$ cat config.mk
export PLATFORM = sky130hd
export DESIGN_NAME = onchip_mem_arbiter
export DESIGN_NICKNAME = d
export VERILOG_FILES = /design/src/rtl/onchip_mem_arbiter.sv
export SDC_FILE = /design/constraint.sdc
export NUM_CORES = 1
export LEC_CHECK = 0
export BUFFER_PORTS_ARGS = -buffer_cell sky130_fd_sc_hd__buf_2
export CAP_MARGIN = 15
export CORE_MARGIN = 5
export CORE_UTILIZATION = 40
export DETAILED_ROUTE_END_ITERATION = 7
export GPL_ROUTABILITY_DRIVEN = 0
export GPL_TIMING_DRIVEN = 0
export PLACE_DENSITY = 0.86
export SLEW_MARGIN = 0
export SYNTH_ARGS = -nofsm -noshare
export SYNTH_HDL_FRONTEND = slang
export SYNTH_SLANG_ARGS = --single-unit
$ cat constraint.sdc
create_clock -name clk -period 2.1 [get_ports clk]
set_input_delay 0.105 -clock clk [delete_from_list [all_inputs] [get_ports clk]]
set_output_delay 0.105 -clock clk [all_outputs]
set_load 0.02 [all_outputs]
$ cat src/rtl/onchip_mem_arbiter.sv
// -----------------------------------------------------------------------------
// onchip_mem_arbiter
//
// Shares one single-port on-chip memory (registered read data, one-cycle read
// latency) between two Avalon-style masters:
//   port 0 : Nios data master
//   port 1 : debug / loader master
//
// One transfer is granted per cycle. Arbitration is round-robin: a lone
// requester is granted, and a tie goes to the master that was not granted
// last time. The memory address/control lines are a combinational mux of the
// granted master. Reads are tagged with the issuing port and the memory's
// read data is registered back to that port two cycles after acceptance,
// together with a one-cycle readdatavalid strobe.
//
// Ports
//   clk, reset_n                 clock, asynchronous active-low reset
//   mN_address/byteenable/read/write/writedata/debugaccess
//                                request side of master N (N = 0, 1)
//   mN_waitrequest               request present but not accepted this cycle
//   mN_readdata/readdatavalid    registered read return to master N
//   mem_address/byteenable/chipselect/write/writedata/debugaccess/clken
//                                drive of the memory instance
//   mem_readdata                 memory read data, valid one cycle after issue
// -----------------------------------------------------------------------------
module onchip_mem_arbiter #(
  parameter int ADDR_W = 9,
  parameter int DATA_W = 32
) (
  input  logic                  clk,
  input  logic                  reset_n,

  // master 0
  input  logic [ADDR_W-1:0]     m0_address,
  input  logic [DATA_W/8-1:0]   m0_byteenable,
  input  logic                  m0_read,
  input  logic                  m0_write,
  input  logic [DATA_W-1:0]     m0_writedata,
  input  logic                  m0_debugaccess,
  output logic                  m0_waitrequest,
  output logic [DATA_W-1:0]     m0_readdata,
  output logic                  m0_readdatavalid,

  // master 1
  input  logic [ADDR_W-1:0]     m1_address,
  input  logic [DATA_W/8-1:0]   m1_byteenable,
  input  logic                  m1_read,
  input  logic                  m1_write,
  input  logic [DATA_W-1:0]     m1_writedata,
  input  logic                  m1_debugaccess,
  output logic                  m1_waitrequest,
  output logic [DATA_W-1:0]     m1_readdata,
  output logic                  m1_readdatavalid,

  // memory side
  output logic [ADDR_W-1:0]     mem_address,
  output logic [DATA_W/8-1:0]   mem_byteenable,
  output logic                  mem_chipselect,
  output logic                  mem_write,
  output logic [DATA_W-1:0]     mem_writedata,
  output logic                  mem_debugaccess,
  output logic                  mem_clken,
  input  logic [DATA_W-1:0]     mem_readdata
);

  localparam int BE_W = DATA_W / 8;

  // ---------------------------------------------------------------------------
  // Round-robin grant for two requesters.
  // last = index of the master granted by the previous accepted transfer.
  // Result is one-hot {grant1, grant0}, or zero when nobody requests.
  // ---------------------------------------------------------------------------
  function automatic logic [1:0] rr_grant(input logic r0, input logic r1,
                                          input logic last);
    logic [1:0] g;
    case ({r1, r0})
      2'b01:   g = 2'b01;
      2'b10:   g = 2'b10;
      2'b11:   g = last ? 2'b01 : 2'b10;
      default: g = 2'b00;
    endcase
    return g;
  endfunction

  // ---------------------------------------------------------------------------
  // State
  // ---------------------------------------------------------------------------
  logic              clken_r;       // memory clock enable, set on first edge out of reset
  logic              last_grant_r;  // port of the last accepted transfer
  logic              rd_pend_r;     // read issued to memory on the previous edge
  logic              rd_tag_r;      // port that issued that read
  logic              rdv0_r;
  logic              rdv1_r;
  logic [DATA_W-1:0] rdata0_r;
  logic [DATA_W-1:0] rdata1_r;

  // ---------------------------------------------------------------------------
  // Combinational signals
  // ---------------------------------------------------------------------------
  logic              req0_s;
  logic              req1_s;
  logic [1:0]        gnt_s;
  logic              accept_s;
  logic              rd_accept_s;
  logic [ADDR_W-1:0] mux_address_s;
  logic [BE_W-1:0]   mux_byteenable_s;
  logic              mux_write_s;
  logic [DATA_W-1:0] mux_writedata_s;
  logic              mux_debugaccess_s;

  // A write wins over a simultaneous read, but either one is a request.
  assign req0_s = m0_read | m0_write;
  assign req1_s = m1_read | m1_write;

  // Grant is blocked in reset and until the memory clock enable is up, so no
  // transfer is presented to the memory while it would ignore it.
  always_comb begin
    gnt_s = 2'b00;
    if (reset_n && clken_r) begin
      gnt_s = rr_grant(req0_s, req1_s, last_grant_r);
    end else begin
      gnt_s = 2'b00;
    end
  end

  assign accept_s = gnt_s[0] | gnt_s[1];

  // A requesting master waits unless granted; both wait throughout reset.
  assign m0_waitrequest = ~reset_n | (req0_s & ~gnt_s[0]);
  assign m1_waitrequest = ~reset_n | (req1_s & ~gnt_s[1]);

  // Memory-side mux of the granted master; everything is zero when idle.
  always_comb begin
    mux_address_s     = {ADDR_W{1'b0}};
    mux_byteenable_s  = {BE_W{1'b0}};
    mux_write_s       = 1'b0;
    mux_writedata_s   = {DATA_W{1'b0}};
    mux_debugaccess_s = 1'b0;
    rd_accept_s       = 1'b0;
    case (gnt_s)
      2'b01: begin
        mux_address_s     = m0_address;
        mux_byteenable_s  = m0_byteenable;
        mux_write_s       = m0_write;
        mux_writedata_s   = m0_writedata;
        mux_debugaccess_s = m0_debugaccess;
        rd_accept_s       = m0_read & ~m0_write;
      end
      2'b10: begin
        mux_address_s     = m1_address;
        mux_byteenable_s  = m1_byteenable;
        mux_write_s       = m1_write;
        mux_writedata_s   = m1_writedata;
        mux_debugaccess_s = m1_debugaccess;
        rd_accept_s       = m1_read & ~m1_write;
      end
      default: begin
        mux_address_s     = {ADDR_W{1'b0}};
        mux_byteenable_s  = {BE_W{1'b0}};
        mux_write_s       = 1'b0;
        mux_writedata_s   = {DATA_W{1'b0}};
        mux_debugaccess_s = 1'b0;
        rd_accept_s       = 1'b0;
      end
    endcase
  end

  assign mem_address     = mux_address_s;
  assign mem_byteenable  = mux_byteenable_s;
  assign mem_chipselect  = accept_s;
  assign mem_write       = mux_write_s;
  assign mem_writedata   = mux_writedata_s;
  assign mem_debugaccess = mux_debugaccess_s;
  assign mem_clken       = clken_r;

  // Memory clock enable: low in reset, high from the first edge afterwards.
  always_ff @(posedge clk or negedge reset_n) begin
    if (!reset_n) begin
      clken_r <= 1'b0;
    end else begin
      clken_r <= 1'b1;
    end
  end

  // Round-robin history: remember which port took the last accepted transfer.
  // Reset value 1 makes master 0 win the first tie.
  always_ff @(posedge clk or negedge reset_n) begin
    if (!reset_n) begin
      last_grant_r <= 1'b1;
    end else if (accept_s) begin
      last_grant_r <= gnt_s[1];
    end else begin
      last_grant_r <= last_grant_r;
    end
  end

  // Read stage 1: note that a read went to the memory and which port owns it.
  always_ff @(posedge clk or negedge reset_n) begin
    if (!reset_n) begin
      rd_pend_r <= 1'b0;
      rd_tag_r  <= 1'b0;
    end else if (rd_accept_s) begin
      rd_pend_r <= 1'b1;
      rd_tag_r  <= gnt_s[1];
    end else begin
      rd_pend_r <= 1'b0;
      rd_tag_r  <= rd_tag_r;
    end
  end

  // Read stage 2, port 0: capture memory data and strobe valid when tagged.
  always_ff @(posedge clk or negedge reset_n) begin
    if (!reset_n) begin
      rdv0_r   <= 1'b0;
      rdata0_r <= {DATA_W{1'b0}};
    end else if (rd_pend_r && !rd_tag_r) begin
      rdv0_r   <= 1'b1;
      rdata0_r <= mem_readdata;
    end else begin
      rdv0_r   <= 1'b0;
      rdata0_r <= rdata0_r;
    end
  end

  // Read stage 2, port 1: capture memory data and strobe valid when tagged.
  always_ff @(posedge clk or negedge reset_n) begin
    if (!reset_n) begin
      rdv1_r   <= 1'b0;
      rdata1_r <= {DATA_W{1'b0}};
    end else if (rd_pend_r && rd_tag_r) begin
      rdv1_r   <= 1'b1;
      rdata1_r <= mem_readdata;
    end else begin
      rdv1_r   <= 1'b0;
      rdata1_r <= rdata1_r;
    end
  end

  assign m0_readdatavalid = rdv0_r;
  assign m0_readdata      = rdata0_r;
  assign m1_readdatavalid = rdv1_r;
  assign m1_readdata      = rdata1_r;

endmodule

==> metrics.md <==
| Metric | Value |
|---|---|
| Post-synth top cells | sky130_fd_sc_hd__dfrtp_1 (69), sky130_fd_sc_hd__a22oi_1 (47), sky130_fd_sc_hd__nor2b_1 (47) |
| Detailed-route wire length | around 14000 um |
| Failing checks | negative hold slack, negative setup slack |
| Clock share of power | roughly a quarter |
| Sequential fraction of design power | a little under two fifths |
| Number of antenna violations at the first check in global routing | 0 |
| Sw frac | 32.7% |
| Count of hold buffers inserted by post-cts repair | 17 |
| Placed cell count | around 640 |
| Slew at the pin with the worst max-slew slack | roughly 570 ps |
| Layout cell share with drive strength beyond 1 | ~78% |
| Area of the die | roughly 11000 um^2 |
| Buffer cell driving the clock tree root | sky130_fd_sc_hd__clkbuf_8 |
| CTS tree | done |
| Worst-path cell with the longest stage delay | sky130_fd_sc_hd__dfstp_2 |
| Reg2reg start | last_grant_r |
| Maximum number of pins on one net before global-route repair | 76 |
| Slew HR | between 60% and 70% |
| Reg area | 1750 um^2 |
| Capturing element type of the critical path | primary output |
| Hold WC Path Type | input pin to async pin |
| Total inserted antenna cells | 0 |
| Core footprint | approximately 9000 um^2 |
| Clock tree skew after final layout | between 9 and 10 ps |
| Register clock-pin slew on the reported worst setup and hold paths | roughly 80 ps |
| Post-Synthesis Cells | about 280 |
| Die width | 105 um |
| Worst-case vdd ir drop | slightly above 0.4 mV |
| Worst-case reg-to-reg path depth | 14 |
| Detailed-route wire length per cell | a little over 20 um |
| Count of max-cap constraint violations | 0 |
| Critical path buffer and inverter count | 4 |
| Final period utilization | 110% |
| Critical path depth | 10 |
| Sequential area share after synthesis | 48.7% |
| Maximum net fanout on the critical path | 10 |
| Number of sinks handled by clock tree synthesis | 70 |
| Flip-flop and latch count after synthesis | 70 |
| Hold Vio Cnt, Final | 69 |
| Achievable frequency | between 0.4 and 0.5 GHz |
| Y dimension of the die | between 100 and 150 um |
| Result of the run | finished, violations left |
| Time the final worst path needs with I/O delays and setup | 2320 ps |
| Layout Utilization | between 70 and 80% |
| Worst endpoint data arrival time | 2210 ps |
| Total number of nets in the final design | roughly 700 |
| Reg-to-Reg End | rd_tag_r |
| Net Count, Synth | around 420 |
| Top-Level Pins | 247 |
| Wire length of the first global-routing pass | 21100 um |
| Required time at the endpoint of the critical path | approximately 2000 ps |
| Via/cell ratio | 5.30 |
| Worst-case hold slack | -230 ps |
| Internal portion of total power | ~3.1 mW |
| Starting DRT DRC Count | 103 |
| Total number of yosys warnings | 0 |
| Final setup vio count | between 40 and 50 |
| Top cell type by total area after synthesis | sky130_fd_sc_hd__dfrtp_1 |
| Chain of cells forming the critical path | o21ai_2 > and3_4 > o21ai_4 > inv_2 > ha_4 > buf_8 > buf_8 > a22oi_2 > nor2b_1 > buf_4 |
| Final worst slack | -216 ps |
| Share of flip-flops with an asynchronous set or reset | 100% |
| Startpoint Class | register |
| Most frequently used flop master after synthesis | sky130_fd_sc_hd__dfrtp_1 |
| Most numerous cell on the critical path | sky130_fd_sc_hd__buf_8 |
| All-Layer GR Usage | between 20% and 30% |
| Area of the multi-input gates | approximately 2100 um^2 |
| Placed wire-length estimate | roughly 9500 um |
| Post-synthesis instance area | approximately 3600 um^2 |
| Most area-consuming cells after synthesis | sky130_fd_sc_hd__dfrtp_1 (48%), sky130_fd_sc_hd__mux2_4 (12%), sky130_fd_sc_hd__mux2_2 (11%) |
| Max stage delay on crit path | approximately 570 ps |
| RSZ-0062 raised after global routing | true |
| Net switching power figure | 1.52 mW |
| Post-route insts no fill | around 700 |
| Leakage power figure | 3.11 nW |
| Average instance area after synthesis | 12.7 um^2 |
| Residual antenna-violating net count after detailed routing | 0 |
| First drt pass iteration count | 4 |
| Deepest clock path buffer count | 2 |
| Max-slew violation count | 0 |
| Family of cells with the greatest summed delay on the critical path | flip-flops |
| Fill cell total of the finished layout | between 500 and 600 |
| Worst reg-to-reg setup slack | -170 ps |
| Clock H-tree levels | 3 |
| Number of buffers added on ports | 246 |
| DRC violation count after routing | 0 |
| Global-route congestion overflow total | 0 |
| Yosys top cell area share | 48.0% |
| Fin Setup TNS | -7970 ps |
| Critical path type | register to primary output |
| Initial standard-cell utilization of the core | 41.1% |
| Vias after detailed routing | 3713 |
| Unique masters post-synth | 29 |
| Combinational group share of total power | 36.0% |
| EDFF count, synth | 0 |
| Number of cell rows | 34 |
| Ratio of total power to cell area | 714 nW/um^2 |
| Vias in the first global route | a little under 4000 |
| Clock latency on the worst-skew pair | between 300 and 400 ps |
| Cell with the most instances after synthesis | sky130_fd_sc_hd__dfrtp_1 |
| Inserted Clock Buffers | 9 |
| Area added between synthesis and finish | 80.5% |
## cell type report
class | instances | area share (%)
Buffer | 22 | 5.12
Inverter | 5 | 0.327
Timing Repair Buffer | 294 | 30.1
Clock inverter | 7 | 1.62
Clock buffer | 9 | 1.91
Sequential cell | 70 | 27.0
Multi-Input combinational cell | 186 | 31.8
Tap cell | 108 | 2.08
## how the worst max path moves through the flow
stage / startpoint / to / slack, ps
2_1_floorplan: last_grant_r / mem_byteenable[0] / 20
3_3_place_gp: reset_n / mem_writedata[19] / -1100
3_5_place_dp: reset_n / mem_byteenable[0] / -650
4_1_cts: last_grant_r / rd_tag_r / -170
5_1_grt: last_grant_r / mem_writedata[2] / -300
6_report: last_grant_r / mem_writedata[14] / -220
## power by group through the flow
stage | sequential [mW] | clock, mW | combinational [mW]
2_1_floorplan | 2.02 | 0 | 0.499
3_3_place_gp | 1.72 | 0 | 1.27
3_5_place_dp | 1.74 | 0 | 1.30
4_1_cts | 1.72 | 1.27 | 1.56
5_1_grt | 1.75 | 1.34 | 1.75
6_report | 1.73 | 1.24 | 1.67
## worst register-to-register path: cells and delay by family (launching register included)
kind                   cells  cell delay [ps]
AO/OA/AOI/OAI              2              170
buffers and inverters     11             1330
AND/OR/NAND/NOR            1               70
flip-flops                 1              570
## what timing repair did
item | CTS | global route
gates cloned | 6 | 3
buffers inserted | 20 | 3
endpoints found under the setup margin | 47 | 48
hold endpoints to repair | 91 | 69
pin swaps | 10 | 21
gates resized for setup | 165 | 58
## cell families (layout without fill, tap and decap cells)
logic type	Yosys count	in the layout	share of synthesized area (%)
fa+ha+maj	3	3	1.04
compound gates	58	58	11.5
buf+inv	27	337	5.35
simple gates	60	60	10.2
mux	64	64	23.1
other cells	1	1	0.104
flops	70	70	48.7
## placed cells by master (no fill, tap or decap), types with 3 or more instances in the layout
cell,netlist,final
sky130_fd_sc_hd__buf_2,6,199
sky130_fd_sc_hd__dfrtp_1,69,69
sky130_fd_sc_hd__a22oi_2,0,44
sky130_fd_sc_hd__buf_12,3,7
sky130_fd_sc_hd__clkbuf_16,0,3
sky130_fd_sc_hd__nand2_1,5,5
sky130_fd_sc_hd__o21ai_0,4,3
sky130_fd_sc_hd__mux2_4,29,29
sky130_fd_sc_hd__buf_6,4,33
sky130_fd_sc_hd__inv_1,5,3
sky130_fd_sc_hd__nor2b_2,0,11
sky130_fd_sc_hd__buf_8,0,9
sky130_fd_sc_hd__dlygate4sd3_1,0,17
sky130_fd_sc_hd__mux2_2,35,35
sky130_fd_sc_hd__ha_4,0,3
sky130_fd_sc_hd__nor2b_1,47,24
sky130_fd_sc_hd__buf_4,1,41
sky130_fd_sc_hd__nor2b_4,0,12
sky130_fd_sc_hd__clkbuf_8,0,13
sky130_fd_sc_hd__a22oi_1,47,3
## stage by stage
step	cell area, um^2	setup slack, ps	power [mW]	hold WS, ps
6_report	6490	-216	4.64	-230
5_1_grt	6490	-305	4.84	-194
4_1_cts	6200	-170	4.55	-217
3_5_place_dp	4970	-654	3.05	282
3_3_place_gp	4960	-1100	3.00	345
2_1_floorplan	3600	20.5	2.52	-191
## metal layers
| layer | GRT usage, % | vias to the layer above | wire [um] |
|---|---|---|---|
| met5 | 0 | - | 0 |
| met3 | 6.91 | 36 | 1170 |
| met1 | 25.1 | 1828 | 5040 |
| met2 | 44.2 | 218 | 7680 |
| li1 | - | 1631 | - |
| met4 | 9.32 | 0 | 582 |
## registers in the layout, indices dropped and copies added (netlist names)
signal / cells
last_grant_r: 1
m1_readdatavalid: 1
m0_readdatavalid: 1
m0_readdata: 32
rd_pend_r: 1
rd_tag_r: 1
mem_clken: 1
m1_readdata: 32
(Power assumes the default switching activity.)
